<file path="src/rtl/fetch_pkg.sv">
// Shared definitions for the instruction-fetch front end: FSM encoding, default widths,
// HLT opcode and FIFO entry sizing ({instr, pc}).
package fetch_pkg;

   typedef enum logic [1:0] {
      ST_FETCH  = 2'd0,
      ST_WAIT   = 2'd1,
      ST_DRAIN  = 2'd2,
      ST_HALTED = 2'd3
   } fetch_state_e;

   localparam int         DEF_ADDR_W      = 16;
   localparam int         DEF_INSTR_W     = 16;
   localparam logic [3:0] HALT_OP_DEFAULT = 4'hF;

   function automatic int entry_width(input int instr_w, input int addr_w);
      return instr_w + addr_w;
   endfunction

endpackage

</file>
<file path="src/rtl/fetch_fifo.sv">
// Circular FIFO with flush; head is shown combinationally and forced to zero when empty.
// Zero-latency head; push/pop together at any count, flush beats both, caller never pushes when full.
module fetch_fifo
   import fetch_pkg::*;
#(
   parameter int DEPTH = 4,
   parameter int WIDTH = 32
) (
   input  logic                   clk,
   input  logic                   rst_n,
   input  logic                   push_i,
   input  logic [WIDTH-1:0]       push_dat_i,
   input  logic                   pop_i,
   input  logic                   flush_i,
   output logic [$clog2(DEPTH):0] count_o,
   output logic                   head_vld_o,
   output logic [WIDTH-1:0]       head_dat_o
);

   localparam int             PTR_W = $clog2(DEPTH);
   localparam logic [PTR_W:0] FULL  = (PTR_W + 1)'(DEPTH);

   logic [WIDTH-1:0] mem_q [DEPTH];
   logic [PTR_W-1:0] rd_ptr_q, rd_ptr_d;
   logic [PTR_W-1:0] wr_ptr_q, wr_ptr_d;
   logic [PTR_W:0]   count_q, count_d;
   logic             do_push, do_pop;

   assign do_pop  = pop_i && !flush_i && (count_q != '0);
   assign do_push = push_i && !flush_i && ((count_q != FULL) || do_pop);

   always_comb begin
      rd_ptr_d = rd_ptr_q;
      wr_ptr_d = wr_ptr_q;
      count_d  = count_q;
      if (flush_i) begin
         rd_ptr_d = '0;
         wr_ptr_d = '0;
         count_d  = '0;
      end else begin
         if (do_push) wr_ptr_d = wr_ptr_q + PTR_W'(1);
         if (do_pop)  rd_ptr_d = rd_ptr_q + PTR_W'(1);
         count_d = count_q + (PTR_W + 1)'(do_push) - (PTR_W + 1)'(do_pop);
      end
   end

   always_ff @(posedge clk or negedge rst_n) begin
      if (!rst_n) begin
         rd_ptr_q <= '0;
         wr_ptr_q <= '0;
         count_q  <= '0;
      end else begin
         rd_ptr_q <= rd_ptr_d;
         wr_ptr_q <= wr_ptr_d;
         count_q  <= count_d;
      end
   end

   // Storage needs no reset: nothing is read while count is zero.
   always_ff @(posedge clk) begin
      if (do_push) mem_q[wr_ptr_q] <= push_dat_i;
   end

   assign count_o    = count_q;
   assign head_vld_o = (count_q != '0);
   assign head_dat_o = head_vld_o ? mem_q[rd_ptr_q] : '0;

endmodule

</file>
<file path="src/rtl/fetch_unit.sv">
// Instruction fetch: owns the PC, single-outstanding imem requests, {instr,pc} FIFO to decode.
// Registered req; 1-cycle imem gives req->instr_valid of 2 cycles; stops issuing while FIFO+in-flight would overflow.
module fetch_unit
   import fetch_pkg::*;
#(
   parameter int                ADDR_W   = DEF_ADDR_W,
   parameter int                INSTR_W  = DEF_INSTR_W,
   parameter int                DEPTH    = 4,
   parameter int                PC_STEP  = 2,
   parameter logic [ADDR_W-1:0] RESET_PC = '0,
   parameter logic [3:0]        HALT_OP  = HALT_OP_DEFAULT
) (
   input  logic               clk,
   input  logic               rst_n,
   output logic               mem_req,
   output logic [ADDR_W-1:0]  mem_addr,
   input  logic               mem_rvalid,
   input  logic [INSTR_W-1:0] mem_rdata,
   input  logic               redirect_valid,
   input  logic [ADDR_W-1:0]  redirect_pc,
   output logic               instr_valid,
   input  logic               instr_ready,
   output logic [INSTR_W-1:0] instr,
   output logic [ADDR_W-1:0]  instr_pc,
   output logic               halted
);

   localparam int ENTRY_W = entry_width(INSTR_W, ADDR_W);
   localparam int CNT_W   = $clog2(DEPTH) + 1;

   fetch_state_e      state_q, state_d;
   logic [ADDR_W-1:0] pc_q, pc_d;
   logic [ADDR_W-1:0] addr_q, addr_d;
   logic              req_q, req_d;
   logic              out_q, out_d;
   logic              halted_q, halted_d;

   logic               push, pop, has_space, rsp_halt;
   logic [CNT_W-1:0]   fifo_cnt;
   logic [ENTRY_W-1:0] head_dat;

   assign has_space = (int'(fifo_cnt) + int'(out_q)) < DEPTH;
   assign rsp_halt  = (mem_rdata[INSTR_W-1 -: 4] == HALT_OP);
   assign pop       = instr_valid && instr_ready && !redirect_valid;

   always_comb begin
      state_d  = state_q;
      pc_d     = pc_q;
      addr_d   = addr_q;
      req_d    = 1'b0;
      out_d    = out_q;
      halted_d = halted_q;
      push     = 1'b0;
      if (redirect_valid) begin
         pc_d     = redirect_pc;
         halted_d = 1'b0;
         case (state_q)
            // A response landing with the redirect retires the in-flight request.
            ST_WAIT, ST_DRAIN: begin
               if (mem_rvalid) begin
                  state_d = ST_FETCH;
                  out_d   = 1'b0;
               end else begin
                  state_d = ST_DRAIN;
               end
            end
            default: state_d = ST_FETCH;
         endcase
      end else begin
         case (state_q)
            ST_FETCH: begin
               if (has_space) begin
                  req_d   = 1'b1;
                  addr_d  = pc_q;
                  out_d   = 1'b1;
                  state_d = ST_WAIT;
               end
            end
            ST_WAIT: begin
               if (mem_rvalid) begin
                  push  = 1'b1;
                  out_d = 1'b0;
                  if (rsp_halt) begin
                     halted_d = 1'b1;
                     state_d  = ST_HALTED;
                  end else begin
                     pc_d    = pc_q + ADDR_W'(PC_STEP);
                     state_d = ST_FETCH;
                  end
               end
            end
            ST_DRAIN: begin
               if (mem_rvalid) begin
                  out_d   = 1'b0;
                  state_d = ST_FETCH;
               end
            end
            default: state_d = state_q;
         endcase
      end
   end

   always_ff @(posedge clk or negedge rst_n) begin
      if (!rst_n) begin
         state_q  <= ST_FETCH;
         pc_q     <= RESET_PC;
         addr_q   <= RESET_PC;
         req_q    <= 1'b0;
         out_q    <= 1'b0;
         halted_q <= 1'b0;
      end else begin
         state_q  <= state_d;
         pc_q     <= pc_d;
         addr_q   <= addr_d;
         req_q    <= req_d;
         out_q    <= out_d;
         halted_q <= halted_d;
      end
   end

   fetch_fifo #(
      .DEPTH (DEPTH),
      .WIDTH (ENTRY_W)
   ) u_fifo (
      .clk        (clk),
      .rst_n      (rst_n),
      .push_i     (push),
      .push_dat_i ({mem_rdata, pc_q}),
      .pop_i      (pop),
      .flush_i    (redirect_valid),
      .count_o    (fifo_cnt),
      .head_vld_o (instr_valid),
      .head_dat_o (head_dat)
   );

   assign mem_req  = req_q;
   assign mem_addr = addr_q;
   assign halted   = halted_q;
   assign instr    = head_dat[ENTRY_W-1 -: INSTR_W];
   assign instr_pc = head_dat[ADDR_W-1:0];

endmodule
</file>
<file path="config.mk">
export PLATFORM = sky130hd
export DESIGN_NAME = fetch_unit
export DESIGN_NICKNAME = d
export VERILOG_FILES = /design/src/rtl/fetch_pkg.sv /design/src/rtl/fetch_fifo.sv /design/src/rtl/fetch_unit.sv
export SDC_FILE = /design/constraint.sdc
export NUM_CORES = 1
export LEC_CHECK = 0
export BUFFER_PORTS_ARGS = -buffer_cell sky130_fd_sc_hd__buf_4
export CAP_MARGIN = 5
export CORE_AREA = 2 2 147 149
export CTS_CLUSTER_DIAMETER = 150
export DETAILED_ROUTE_END_ITERATION = 6
export DIE_AREA = 0 0 149 151
export PLACE_DENSITY_LB_ADDON = 0.2
export SLEW_MARGIN = 30
export SYNTH_ARGS = -nofsm -noshare
export SYNTH_HDL_FRONTEND = slang
export SYNTH_SLANG_ARGS = --single-unit
</file>
<file path="constraint.sdc">
create_clock -name clk -period 3.3 [get_ports clk]
set_input_delay 0.495 -clock clk [delete_from_list [all_inputs] [get_ports clk]]
set_output_delay 0.495 -clock clk [all_outputs]
set_load 0.02 [all_outputs]
</file>
Word-level counts from Yosys, hierarchy flattened
Memories as Yosys holds them, arrays and structs flattened.
Cells that the tools add are included.
- shifts and indexed selects: 0
- add/subtract/negate cells: 6
- bitwise logic cells: 1
- $mul: 0
- multiplexer cells: 35
- equality and inequality tests: 9
- reductions and logical operators: 23
- divide/modulo/power cells: 0
- $lt $le $gt $ge: 1
- operator list (operator ; count):
    $mux W16 ; 4
    $mux W32 ; 1
    $mux W2 ; 11
    $add A16 B2 Y16 const B ; 1
    $mux W1 ; 16
    $ne A3 B3 Y1 const B ; 4
    $reduce_and A3 Y1 ; 4
    $reduce_bool A2 Y1 ; 6
    $logic_and A1 B1 Y1 ; 6
    $pmux W2 S3 ; 1
    $add A2 B1 Y2 const B ; 2
    $add A3 B1 Y4 ; 1
    $eq A4 B4 Y1 const B ; 1
    $lt A4 B3 Y1 const B ; 1
    $ne A2 B2 Y1 const B ; 2
    $reduce_and A4 Y1 ; 1
    $reduce_bool A4 Y1 ; 1
    $add A3 B1 Y3 ; 1
    $mux W3 ; 1
    $reduce_bool A3 Y1 ; 1
    $sub A3 B1 Y3 ; 1
    $eq A2 B1 Y1 const B ; 1
    $eq A2 B2 Y1 const B ; 1
    $logic_not A2 Y1 ; 1
    other kinds (5) ; 5
- ROM bits: 0
- word-level logic and storage cells: 85
- memories kept: 1
- input port bits: 37
- output and inout port bits: 51
- bits in latches: 0
- memory bits (writable): 128
- bits in registers: 44
- memories (name ; words ; width ; read ports ; clocked after Yosys merged registers in ; wr ports ; RTL line ; source):
    u_fifo.mem_q ; 4 ; 32 ; 1 ; 0 ; 1 ; fetch_fifo.sv:23 ; logic [WIDTH-1:0] mem_q [DEPTH];

Longest topological paths before layout
- depth in word-level cells: 10
- mapped depth: 11
- gate-level depth less buffers: 10

By module
Synthesis repeated with hierarchy kept, for this count alone.
- cell total of the unflattened synthesis: 422
- area total of the unflattened synthesis: 7166.9 um2
- by module, submodules not included (module ; area an instance (um2) ; times used ; cells each):
    fetch_fifo ; 5302.6 ; 1 ; 249
    fetch_unit ; 1864.3 ; 1 ; 173

Worst setup path before layout
Ideal clock, no wire load.
- path type: input port to flip-flop
- start: input redirect_valid
- end: register u_fifo.count_q[2], in the netlist u_fifo.count_o[2]
- path slack: 776 ps
- cell stages on the path: 11
- data arrival time: 2392 ps
- path buffers: 3
- required time: 3168 ps
- cells stage by stage: clkbuf_1 -> clkbuf_1 -> buf_1 -> nor2_1 -> ha_1 -> inv_1 -> ha_1 -> inv_1 -> fa_1 -> xnor2_1 -> nor2_1
- longest elaborated chain between the ends: 9
- elaborated cells on any way between the ends: 11
- classes of those cells: add/sub: 2; mux: 2; reduce/logical: 7
- ends and longest elaborated chain (what ; RTL line ; source):
    start, declared ; fetch_unit.sv:19 ; input logic redirect_valid,
    $logic_not A1 Y1 ; fetch_fifo.sv:29, fetch_fifo.sv:30, fetch_unit.sv:44 ;
    $logic_and A1 B1 Y1 ; fetch_unit.sv:44 ; assign pop = instr_valid && instr_ready && !redirect_valid;
    $logic_and A1 B1 Y1 (2 in a row) ; fetch_fifo.sv:29 ; assign do_pop = pop_i && !flush_i && (count_q != '0);
    $logic_or A1 B1 Y1 ; fetch_fifo.sv:30 ; assign do_push = push_i && !flush_i && ((count_q != FULL) || do_pop);
    $logic_and A1 B1 Y1 ; fetch_fifo.sv:30 ;
    $add A3 B1 Y3 ; fetch_fifo.sv:43 ; count_d = count_q + (PTR_W + 1)'(do_push) - (PTR_W + 1)'(do_pop);
    $sub A3 B1 Y3 ; fetch_fifo.sv:43 ;
    $mux W3 (*) ; fetch_fifo.sv:36 ; if (flush_i) begin
    net u_fifo.count_d[2] ; fetch_fifo.sv:26 ; logic [PTR_W:0] count_q, count_d;
    end signal, assigned ; fetch_fifo.sv:55 ; count_q <= count_d;
    end, declared ; fetch_fifo.sv:26 ;
Mark *: on every way through the listed nets, which the timed path passes. The rest lies on a longest branch.
A chain may end at the register's enable or synchronous reset.

Final worst setup path
- start: register u_fifo.rd_ptr_q[0]
- end: output instr[15]
- longest elaborated chain between the ends: 2
- ends and longest elaborated chain (what ; RTL line ; source):
    start, declared ; fetch_fifo.sv:24 ; logic [PTR_W-1:0] rd_ptr_q, rd_ptr_d;
    start signal, assigned ; fetch_fifo.sv:53 ; rd_ptr_q <= rd_ptr_d;
    $mem_v2 Z4 W32 ; - ;
    $mux W32 ; fetch_fifo.sv:66 ; assign head_dat_o = head_vld_o ? mem_q[rd_ptr_q] : '0;
    end, declared ; fetch_unit.sv:23 ; output logic [INSTR_W-1:0] instr,
No other way between the ends.

==> impl.org <==
** Finish
- The finished cells cover ~8700 µm².
- Area growth syn-to-layout :: 21.19%
- # nets final :: ~570
- Proportion of layout cells with a drive suffix above 1 :: between 30 and 40%
- 0 antenna diodes ended up in the layout.
- Commonest cells after routing, fill and taps aside :: 128 x sky130_fd_sc_hd__edfxtp_1, 95 x sky130_fd_sc_hd__buf_4, 43 x sky130_fd_sc_hd__dfrtp_1
- Leaving out fill and tap cells, the most frequent cell in the layout is sky130_fd_sc_hd__edfxtp_1.

** Global routing
- The initial antenna violation count is 0.
- Wire length of the first global-routing pass :: between 20000 and 25000 µm
- For this run the aggregate overflow at the end of global routing stands at 0.
- Via count of the first global-routing pass :: 4254
- Entering global routing, the biggest net connects 53 pins.
- Total routing resource utilization after global routing :: around 14%

** Status
- The flow ran to the end, and the final reports show no timing, DRC or antenna violations.

** Synthesis
- Mapped Avg Cell Area :: roughly 17 µm²
- Share of synthesized cell area in and, or, nand and nor gates :: 9.283%
- For this run, asynchronously set or reset flops after synthesis account for 25.58%.
- Complex-gate fraction of the synthesized area :: about 2.8%
- Number of warnings issued by yosys :: 0
- The synthesized netlist contains 45 unique library cells.
- Proportion of synthesized area in mux cells :: a little over an eighth
- The cell area that synthesis handed to floorplanning was between 7000 and 8000 µm².
- Synth Area in XOR/XNOR :: under 10%
- Dominant register cell in the synthesized netlist :: sky130_fd_sc_hd__edfxtp_1
- Fraction of the yosys area taken by sequential cells :: ~69%
- Synthesis produced a netlist with a net count of a little under 500.
- EDFF count, synth :: ~130
- Combinational family with the most area after synthesis :: multiplexers
- Synthesis inferred around 170 register bits.
- Instance count of the mapped netlist :: about 430
- Of the total synthesized cell area, the portion taken by full adders, half adders and majority gates is under 10%.

** Clock tree
- Buffers added to address setup during post-CTS repair amount to 0.
- The later pin in the worst-skew pair is clocked with a latency of 420 ps.
- The clock tree synthesis step divided the H-tree into 4 levels.
- Bufs on Longest Clock Path :: 2
- The number of gates resized after CTS was 0.
- TritonCTS built the clock tree.
- Number of buffers created by CTS :: 17
- For this design, the sink count on the clock tree is between 150 and 200.
- Master cell of the clock root buffer :: sky130_fd_sc_hd__clkbuf_16
- Count of hold-fix buffers inserted at cts :: 0
- After clock tree synthesis, the clock-pin slew on the worst setup and hold paths is 70 ps.

** Setup path
- Max FO, Critical Path :: 23
- The startpoint identified for the worst register-to-register timing path is state_q[1].
- STA puts the critical path data arrival time at around 2200 ps.
- On the critical path the largest part of the delay comes from flip-flops.
- Type of origin of the critical path :: flop
- Total buffers and inverters traversed by the critical path :: 2
- In this design, the stage delay of the slowest critical-path cell is 640 ps.
- STA classifies the critical path endpoint as a primary output.
- Critical Path Slowest Stage Cell :: sky130_fd_sc_hd__dfrtp_2
- The setup path with the least slack is of type flop to primary output.
- For the worst setup path, the data required time is 2800 ps.
- Crit path cell chain :: buf_12, mux4_2, and2_1, buf_4
- Worst setup path startpoint :: u_fifo.rd_ptr_q[0]

** Timing
- Based on the critical path, the design can be clocked at up to approximately 0.37 GHz.
- Number of failing setup endpoints in the final timing report :: 0
- In this run the tightest slew margin relative to its limit is roughly 45%.
- Hold timing on the final database bottoms out at a slack of 64.38 ps.
- In the finished design, the share of the clock period the worst path needs comes to 82.64%.
- Final hold violations :: 0
- TNS Setup :: 0 ps
- For the pin with the worst max-slew slack, the measured transition is about 830 ps.
- Between clock sinks in the finished design, the worst skew comes to approximately 8.0 ps.
- Total count of max-transition violations in the final report :: 0
- The clock period could shrink to 2727 ps.
- Setup repair after global routing left no endpoint under its margin.
- Smallest setup slack after layout :: ~570 ps

** Power and ir drop
- Cell internal power was estimated by the tool at between 4 and 5 mW.
- Max rail drop VDD :: between 0.4 and 0.5 mV
- Ratio of total power to cell area :: about 770 nW/µm²
- Sequential cells burn around two fifths of the power.
- Fraction of power consumed by combinational cells :: 30.6%
- Leakage power :: between 3 and 4 nW
- Clock network fraction of total power :: 28.1%
- Of the total power, the share spent switching nets is 32.28%.
- NetSw :: between 2 and 2.5 mW

** Drt
- The detail route stage leaves a number of antenna-violating nets equal to 0.
- Final wirelength :: 14690 µm
- WL/cell :: around 18 µm
- Count of TritonRoute iterations in the first routing pass :: 4
- The routed layout has around 4000 vias.
- Post-DR vias/cell :: between 4 and 5
- After detailed routing, the number of remaining DRC violations is 0.
- In this run, the number of DRC markers left after iteration 0 of detailed routing was between 200 and 250.

** Floorplan
- Chip width :: between 100 and 150 µm
- In this run the count of I/O pins placed on the die edge is approximately 90.
- Once the floorplan was initialized, standard cells occupied approximately a third of the core.
- Core Rows :: 53
- Die area :: 22500 µm²
- Chip Height :: about 150 µm
- The core region is approximately 21000 µm².

** Placement
- The congestion estimate from routability-driven global placement came to ~0.73.
- In this run the tool buffered the top-level ports with between 80 and 90 buffer cells.
- Summing all placed instances gives a cell area of slightly above 8000 µm².
- Before CTS, the worst setup slack after placement is approximately 960 ps.
- After legalization and detailed placement, the total HPWL measured roughly 9200 µm.

** Hold path
- In this run the worst hold path is classified as input pin to asynchronous set/reset pin.

** Job
- Count of maximum capacitance violations :: 0
-- registers in the layout, indices dropped and copies added, names as in the netlist --
name	count
mem_addr	16
pc_q	16
state_q	2
u_fifo.count_o	3
u_fifo.rd_ptr_q	2
mem_req	1
u_fifo.mem_q	128
u_fifo.wr_ptr_q	2
out_q	1
halted	1
-- per-stage QoR --
step                std cells  total power [mW]  utilization, %
finish                    812             6.693           41.97
global route              812             7.049           41.97
CTS                       812             6.803           41.97
detailed placement        780             4.909           39.28
global placement          780             4.873           39.28
floorplan                 431             4.102               -
-- Yosys cell counts, types with 5 or more instances --
| library cell | count | area [µm²] |
|---|---|---|
| sky130_fd_sc_hd__mux2_2 | 17 | 191.4 |
| sky130_fd_sc_hd__xnor2_1 | 8 | 70.07 |
| sky130_fd_sc_hd__o21ai_0 | 14 | 70.07 |
| sky130_fd_sc_hd__and2_1 | 36 | 225.2 |
| sky130_fd_sc_hd__nand3_1 | 9 | 45.04 |
| sky130_fd_sc_hd__clkbuf_1 | 14 | 52.55 |
| sky130_fd_sc_hd__mux2i_1 | 7 | 70.07 |
| sky130_fd_sc_hd__mux4_2 | 32 | 720.7 |
| sky130_fd_sc_hd__nand2_1 | 22 | 82.58 |
| sky130_fd_sc_hd__inv_1 | 9 | 33.78 |
| sky130_fd_sc_hd__nor3_1 | 7 | 35.03 |
| sky130_fd_sc_hd__ha_1 | 12 | 150.1 |
| sky130_fd_sc_hd__dfrtp_1 | 44 | 1101 |
| sky130_fd_sc_hd__nor2b_1 | 5 | 31.28 |
| sky130_fd_sc_hd__nor2_1 | 14 | 52.55 |
| sky130_fd_sc_hd__edfxtp_1 | 128 | 3844 |
-- routing by layer --
metal / up-vias / GRT usage (%) / wire length (µm) / share of wire (%)
met1: 2037 / 19.61 / 6936 / 47
li1: 1841 / - / - / -
met5: - / 0 / 0 / 0
met2: 100 / 21.94 / 6863 / 47
met4: 0 / 4.429 / 138 / 0.94
met3: 11 / 3.434 / 749 / 5.1
-- power groups by stage --
| stage | registers [mW] | clock network [mW] | logic [mW] |
|---|---|---|---|
| after floorplan | 2.85 | 0 | 1.25 |
| after CTS | 2.78 | 1.93 | 2.10 |
| final | 2.77 | 1.88 | 2.05 |
| after detailed placement | 2.82 | 0 | 2.09 |
| after global routing | 2.81 | 2.02 | 2.22 |
| after global placement | 2.81 | 0 | 2.07 |
-- final timing paths --
path / cells after the start / endpoint / slack (ps)
worst max-delay path: 4 / instr[15] / 570
worst min-delay path: 1 / mem_addr[5] / 60
worst max register to register: 6 / u_fifo.mem_q[0][15] / 970
worst min register to register: 2 / halted / 510
min in group clk: 1 / u_fifo.mem_q[0][25] / 270
max in group asynchronous: 1 / u_fifo.rd_ptr_q[0] / 2810
-- area by class of cell --
class                           instances  area (µm²)
Clock inverter                         15       133.9
Fill cell                            1912       12080
Timing Repair Buffer                   96       733.2
Multi-Input combinational cell        228        2122
Tap cell                              275       344.1
Inverter                                9       33.78
Clock buffer                           17       425.4
Sequential cell                       172        4946
-- kinds of logic (layout without fill, tap and decap cells) --
| group | Yosys count | in the layout |
|---|---|---|
| AO/OA/AOI/OAI | 32 | 32 |
| XOR/XNOR | 11 | 11 |
| adder cells (fa/ha/maj) | 13 | 13 |
| buffers and inverters | 31 | 137 |
| flip-flops | 172 | 172 |
| multiplexers | 56 | 56 |
| AND/OR/NAND/NOR | 116 | 116 |
Note: power is estimated with default switching activity, not from simulation.
